## src/rtl/hazard_controller_pkg.sv

```systemverilog
// Shared definitions for the decode-side hazard controller:
// forwarding select encoding and the in-flight stage entry.
package hazard_controller_pkg;

   localparam int REG_ADDR_W = 5;

   localparam logic [1:0] FWD_RF  = 2'b00;
   localparam logic [1:0] FWD_MEM = 2'b01;
   localparam logic [1:0] FWD_WB  = 2'b10;

   typedef struct packed {
      logic                  valid;
      logic [REG_ADDR_W-1:0] rd;
      logic                  we;
      logic                  is_load;
   } stage_t;

   function automatic logic is_writing(stage_t e);
      return e.valid && e.we && (e.rd != '0);
   endfunction

endpackage

```

## src/rtl/hazard_fwd_cmp.sv

```systemverilog
// Per-operand comparator: forwarding select for the operand entering EX,
// plus a flag when the operand depends on a load still in EX.
module hazard_fwd_cmp
   import hazard_controller_pkg::*;
(
   input  logic [REG_ADDR_W-1:0] rs,
   input  logic                  rs_used,
   input  logic                  ex_wr,
   input  logic                  ex_load,
   input  logic [REG_ADDR_W-1:0] ex_rd,
   input  logic                  mem_wr,
   input  logic [REG_ADDR_W-1:0] mem_rd,
   output logic [1:0]            sel,
   output logic                  load_hit
);

   // The youngest producer (EX) shadows an older one in MEM.
   always_comb begin
      sel      = FWD_RF;
      load_hit = 1'b0;
      if (rs_used && ex_wr && (rs == ex_rd)) begin
         if (ex_load) begin
            load_hit = 1'b1;
         end else begin
            sel = FWD_MEM;
         end
      end else if (rs_used && mem_wr && (rs == mem_rd)) begin
         sel = FWD_WB;
      end
   end

endmodule

```

## src/rtl/hazard_controller.sv

```systemverilog
// Load-use stall, EX bubble and registered operand forwarding selects
// for the instruction in decode of a five-stage RV32I pipeline.
module hazard_controller
   import hazard_controller_pkg::*;
#(
   parameter int PERF_W = 32
) (
   input  logic                  clock,
   input  logic                  reset,
   input  logic                  id_valid,
   input  logic [REG_ADDR_W-1:0] id_rs1,
   input  logic [REG_ADDR_W-1:0] id_rs2,
   input  logic                  id_rs1_used,
   input  logic                  id_rs2_used,
   input  logic [REG_ADDR_W-1:0] id_rd,
   input  logic                  id_rd_we,
   input  logic                  id_is_load,
   input  logic                  flush,
   output logic                  stall,
   output logic                  ex_bubble,
   output logic [1:0]            ex_fwd_rs1,
   output logic [1:0]            ex_fwd_rs2,
   output logic [PERF_W-1:0]     stall_count
);

   stage_t              ex_q, ex_d;
   // Past EX only "writes a nonzero rd" matters; WB producers are
   // visible through the register file, so WB needs no tracking here.
   logic                  mem_wr_q, mem_wr_d;
   logic [REG_ADDR_W-1:0] mem_rd_q, mem_rd_d;
   logic                  ex_bubble_q, ex_bubble_d;
   logic [1:0]            fwd1_q, fwd1_d;
   logic [1:0]            fwd2_q, fwd2_d;
   logic [PERF_W-1:0]     cnt_q, cnt_d;

   logic       ex_wr;
   logic [1:0] sel1, sel2;
   logic       hit1, hit2;
   logic       issue;

   assign ex_wr = is_writing(ex_q);

   hazard_fwd_cmp u_cmp_rs1 (
      .rs       (id_rs1),
      .rs_used  (id_rs1_used),
      .ex_wr    (ex_wr),
      .ex_load  (ex_q.is_load),
      .ex_rd    (ex_q.rd),
      .mem_wr   (mem_wr_q),
      .mem_rd   (mem_rd_q),
      .sel      (sel1),
      .load_hit (hit1)
   );

   hazard_fwd_cmp u_cmp_rs2 (
      .rs       (id_rs2),
      .rs_used  (id_rs2_used),
      .ex_wr    (ex_wr),
      .ex_load  (ex_q.is_load),
      .ex_rd    (ex_q.rd),
      .mem_wr   (mem_wr_q),
      .mem_rd   (mem_rd_q),
      .sel      (sel2),
      .load_hit (hit2)
   );

   assign stall = id_valid && !flush && (hit1 || hit2);
   assign issue = id_valid && !flush && !stall;

   always_comb begin
      ex_d        = '0;
      ex_bubble_d = 1'b1;
      fwd1_d      = FWD_RF;
      fwd2_d      = FWD_RF;
      if (issue) begin
         ex_d.valid   = 1'b1;
         ex_d.rd      = id_rd;
         ex_d.we      = id_rd_we;
         ex_d.is_load = id_is_load;
         ex_bubble_d  = 1'b0;
         fwd1_d       = sel1;
         fwd2_d       = sel2;
      end
      mem_wr_d = ex_wr;
      mem_rd_d = ex_q.rd;
      cnt_d    = cnt_q;
      if (stall && (cnt_q != '1)) begin
         cnt_d = cnt_q + 1'b1;
      end
   end

   always_ff @(posedge clock or posedge reset) begin
      if (reset) begin
         ex_q        <= '0;
         mem_wr_q    <= 1'b0;
         mem_rd_q    <= '0;
         ex_bubble_q <= 1'b1;
         fwd1_q      <= FWD_RF;
         fwd2_q      <= FWD_RF;
         cnt_q       <= '0;
      end else begin
         ex_q        <= ex_d;
         mem_wr_q    <= mem_wr_d;
         mem_rd_q    <= mem_rd_d;
         ex_bubble_q <= ex_bubble_d;
         fwd1_q      <= fwd1_d;
         fwd2_q      <= fwd2_d;
         cnt_q       <= cnt_d;
      end
   end

   assign ex_bubble   = ex_bubble_q;
   assign ex_fwd_rs1  = fwd1_q;
   assign ex_fwd_rs2  = fwd2_q;
   assign stall_count = cnt_q;

endmodule

```

## config.mk

```make
export PLATFORM = sky130hd
export DESIGN_NAME = hazard_controller
export DESIGN_NICKNAME = d
export VERILOG_FILES = /design/src/rtl/hazard_controller_pkg.sv /design/src/rtl/hazard_fwd_cmp.sv /design/src/rtl/hazard_controller.sv
export SDC_FILE = /design/constraint.sdc
export NUM_CORES = 1
export LEC_CHECK = 0
export CORE_MARGIN = 2
export CORE_UTILIZATION = 45
export CTS_BUF_LIST = sky130_fd_sc_hd__clkbuf_4 sky130_fd_sc_hd__clkbuf_8
export CTS_CLUSTER_DIAMETER = 150
export DETAILED_ROUTE_END_ITERATION = 7
export DONT_BUFFER_PORTS = 1
export PLACE_DENSITY = 0.71
export SKIP_CTS_REPAIR_TIMING = 1
export SLEW_MARGIN = 40
export SYNTH_ARGS = -nofsm -noshare
export SYNTH_HDL_FRONTEND = slang
export SYNTH_SLANG_ARGS = --single-unit
```

## constraint.sdc

```tcl
create_clock -name clock -period 6.1 [get_ports clock]
set_input_delay 1.22 -clock clock [delete_from_list [all_inputs] [get_ports clock]]
set_output_delay 1.22 -clock clock [all_outputs]
set_load 0.01 [all_outputs]
```

# [Yosys cells after proc, flatten, opt, wreduce, memory -nomap -nowiden]
# Cells that the tools add are included.
[op_classes] addsub=1 n_eq_ne=5 n_mux=12 n_reduce_logical=18
[ops] op="adder 32 x 1 -> 32 bit (second input constant)" n=1
[ops] op="inequality test 32 bit (second input constant)" n=1
[ops] op="equality test 5 bit" n=4
[ops] op="logical AND 1 bit" n=14
[ops] op="2-to-1 mux 2 bit" n=6
[ops] op="2-to-1 mux 8 bit" n=1
[ops] op="2-to-1 mux 1 bit" n=5
[ops] op="nonzero test 5 bit" n=1
[ops] op="logical NOT 1 bit" n=2
[ops] op="logical OR 1 bit" n=1
[totals] register_bits=51

# [Longest topological paths before layout]
[logic_depth] word_depth=10 ltp_mapped=8 mapped_depth_nobuf=6

# [Cells and area by module]
# Synthesis repeated with hierarchy kept, for this count alone.
[hier_totals] hier_cells=228 hier_area_um2=2493.6
[modules_own_cells] module="hazard_controller" instances=1 cells_each=192 area_per_inst_um2=2230.9 seq_area_each_um2=1277.5
[modules_own_cells] module="hazard_fwd_cmp" instances=2 cells_each=18 area_per_inst_um2=131.4 seq_area_each_um2=0.0

# [Worst setup path before layout]
# Ideal clock, no wire load.
[synth_path] kind="input-to-output" start="input port id_rs1[4]" end="output port stall" t_arrival_ns=2.168 required_ns=4.880 setup_slack_ns=2.712 stages=6 path_buffers=1 path_cell_list="xor2_1 -> nor4_1 -> and3_1 -> o21ai_1 -> buf_2 -> inv_1"
[synth_via] elab_chain_len=5
[synth_lines] item="from (decl)" line="hazard_controller.sv:11" rtl="input logic [REG_ADDR_W-1:0] id_rs1,"
[synth_lines] item="equality test 5 bit" line="hazard_fwd_cmp.sv:21" rtl="if (rs_used && ex_wr && (rs == ex_rd)) begin"
[synth_lines] item="logical AND 1 bit" line="hazard_fwd_cmp.sv:21"
[synth_lines] item="2-to-1 mux 1 bit" line="hazard_fwd_cmp.sv:21"
[synth_lines] item="logical OR 1 bit" line="hazard_controller.sv:67" rtl="assign stall = id_valid && !flush && (hit1 || hit2);"
[synth_lines] item="logical AND 1 bit" line="hazard_controller.sv:67"
[synth_lines] item="to (decl)" line="hazard_controller.sv:19" rtl="output logic stall,"
# Every way passes these cells.

# [Worst setup path in the final report]
[layout_path] start="input port id_rs2[4]" end="output port stall"
[layout_via] elab_chain_len=5
[layout_lines] item="from (decl)" line="hazard_controller.sv:12" rtl="input logic [REG_ADDR_W-1:0] id_rs2,"
[layout_lines] item="equality test 5 bit" line="hazard_fwd_cmp.sv:21"
[layout_lines] item="logical AND 1 bit" line="hazard_fwd_cmp.sv:21"
[layout_lines] item="2-to-1 mux 1 bit" line="hazard_fwd_cmp.sv:21"
[layout_lines] item="logical OR 1 bit" line="hazard_controller.sv:67"
[layout_lines] item="logical AND 1 bit" line="hazard_controller.sv:67"
# Every way passes these cells.

==> summary.md <==
| Metric | Value |
|---|---|
| Post-route ant nets | 0 |
| Global-route wire length before repair | 7960 um |
| 1st-pass router iterations | 4 |
| FILL cells | 487 |
| Crit path required time | a little under 5 ns |
| Final Hold Vio Count | 0 |
| Worst-path clk slew | approximately 0.090 ns |
| # clock sinks | 51 |
| Reg-to-reg endpoint | stall_count[1]$_DFFE_PP0P_ |
| Final Max Slew Viols | 0 |
| Period utilisation layout | ~58% |
| Yosys cell types | 33 |
| Post-synth top area cell | dfrtp_1 |
| Synth warnings | 0 |
| Clk buf depth | 2 |
| DR WL/cell | 15.6 um |
| Initial core utilization | between 40% and 50% |
| Hold Path Stages | 0 |
| DRT iter0 DRCs | 64 |
| RSZ-0062 raised after global routing | false |
| Die ar. | 5990 sq um |
| R2R Path Start | stall_count[0]$_DFFE_PP0P_ |
| Total power | 554 uW |
| Worst hold path startpoint | mem_rd_d[1]$_DFF_PP0_ |
| Status | complete, no violations |
| Clock latency on the worst-skew pair | 0.30 ns |
| Worst setup EP type | output pin |
| PD cells | 216 nW/um^2 |
| Reg2reg path depth | 6 |
| WP data arrival | 2.33 ns |
| Critical Path Start | id_rs2[4] |
| Via count of the first global-routing pass | 1650 |
| H-tree depth | 2 |
| Routed WL | ~4600 um |
| Remaining routing DRC violations | 0 |
| Largest net degree at the start of global routing | 52 |
| GRT Residual Overflow | 0 |
| Final setup TNS | 0 ns |
| Vias | around 1600 |
| Share of cells above drive strength 1 | 7.59% |
| Post-Place Worst Slack | ~2.6 ns |
| Layout Nets | 247 |
| Sequential-to-total area share from yosys stat | 52.7% |
| CTS Buf Count | 5 |
| Startpoint Class | primary input |
| CP top delay family | simple AND/OR/NAND/NOR gates |
| Initial antenna violation count | 0 |
| Max-Cap Viols | 0 |
| Minimum clock period | around 3.5 ns |
| Fmax achieved | ~280 MHz |
| FF/Latch Area | 1280 sq um |
| GPL Wtd Cong | 0.910 |
| CP Cell Sequence | xor2_1, nor4_1, and3_1, o21ai_2, buf_4, inv_1 |
| Port Buffer Count | 0 |
| FF-to-FF setup slack | 3.43 ns |
| CP Max Fanout | 31 |
| Clock root buffer | clkbuf_8 |
| Clk_skew | 0.00631 ns |
| Syn avg cell area | 11.0 sq um |
| Worst Tran Pin Value | approximately 0.68 ns |
| Die height | 77.4 um |
| Rows | 26 |
| Die X | between 70 and 80 um |
| Post-DP HPWL | 3300 um |
| Area share of the largest cell type after synthesis | 51.7% |
| WHS | ~0.47 ns |
| CORE AREA | 5140 sq um |
| CTS tree | built |
| Crit path kind | in2out |
| Area of the multi-input gates | 1080 sq um |
| Synth-to-layout area growth | 6.09% |
| I/O Pins | 61 |
| Vias per inst | about 5.5 |
| # setup viols final | 0 |
| Post-Syn Instances | 221 |
| CP Buf/Inv Count | 2 |
| Post-synthesis instance area | 2420 sq um |
| Max incr delay on CP | 0.29 ns |
| Lkg Pwr | around 0.0013 uW |
| Total GRT Usage | 16.4% |
| Min-delay worst type | reg2reg |
| Yosys reg bits | 51 |
| CP max stage cell | nor4_1 |
| Antenna Cells | 0 |
| Mapped Nets | between 200 and 250 |
| Top cells by area, synth | dfrtp_1 52%, xor2_1 16%, nor4_1 4.6% |
| Max_slew headroom | 54.9% |
| Worst setup margin | 2.55 ns |
| Hold Path End | mem_rd_q[1]$_DFF_PP0_ |
| Maximum VDD drop | 0.118 mV |
## cell usage in the layout (no fill, tap or decap), types with 6 or more instances in the layout
| master | n |
|---|---|
| nor3_1 | 14 |
| and3_1 | 10 |
| xor2_1 | 45 |
| and2_1 | 9 |
| nand2_1 | 17 |
| dfrtp_1 | 50 |
| nor4_1 | 18 |
| nand4_1 | 6 |
| nand3_1 | 8 |
| xnor2_1 | 6 |
## sequential cells by signal, indices dropped and copies added, names as in the netlist
register	flops
ex_fwd_rs1	2
mem_wr_q	1
mem_rd_q	5
stall_count	32
mem_rd_d	5
ex_bubble	1
ex_q	3
ex_fwd_rs2	2
## through the flow
step / instance area [sq um] / utilization, % / std cells
2_1_floorplan: 2420 / - / 221
3_3_place_gp: 2480 / 48.2 / 286
3_5_place_dp: 2480 / 48.3 / 286
4_1_cts: 2570 / 50.0 / 294
5_1_grt: 2570 / 50.0 / 294
6_report: 2570 / 50.0 / 294
## report_power, final
group	internal, uW	switching [uW]	total (uW)
Combinational	7.80	11.9	19.7
Clock	80.9	108	189
Sequential	342	3.98	346
## synthesized netlist by cell type
cell,instances
dfrtp_1,50
xor2_1,45
nor4_1,18
nand2_1,17
nor3_1,14
and3_1,10
and2_1,9
nand3_1,8
inv_1,6
nand4_1,6
xnor2_1,6
buf_2,3
nor2_1,3
or3_1,3
and4_1,2
buf_6,2
nor3b_1,2
nor4b_1,2
a21oi_1,1
and3_2,1
clkbuf_1,1
dfstp_2,1
ha_1,1
mux2_1,1
nand2b_1,1
nand3_2,1
nor2_2,1
nor3_4,1
o211ai_1,1
o21a_1,1
o21ai_1,1
o311a_1,1
or2_2,1
## how the worst max path moves through the flow
stage	cells after the start	to
floorplan	6	stall
global placement	6	stall
detailed placement	6	stall
CTS	6	stall
global route	6	stall
finish	6	stall
## area by class of cell
cell class / instances / area share, %
clock inverter: 3 / 0.730
inverter: 6 / 0.974
sequential: 51 / 49.7
timing repair buffer: 1 / 0.292
tap: 70 / 3.41
multi-input combinational: 158 / 42.2
clock buffer: 5 / 2.68
## routing by layer
layer | share of wire (%) | GRT usage, % | vias to the layer above
met3 | 6.4 | 5.00 | 7
li1 | - | - | 773
met1 | 44 | 21.3 | 806
met2 | 48 | 26.0 | 45
met4 | 1.4 | 6.07 | 0
met5 | 0 | 0 | -
## cell families after synthesis
logic type	Yosys count	synth area share, %
and+or+nand+nor	100	23.8
muxes	1	0.465
adders and majority gates	1	0.516
xor gates and xnor gates	51	18.4
AOI/OAI and AO/OA	5	1.45
DFF	51	52.7
buffers and inverters	12	2.63
(Power assumes the default switching activity.)
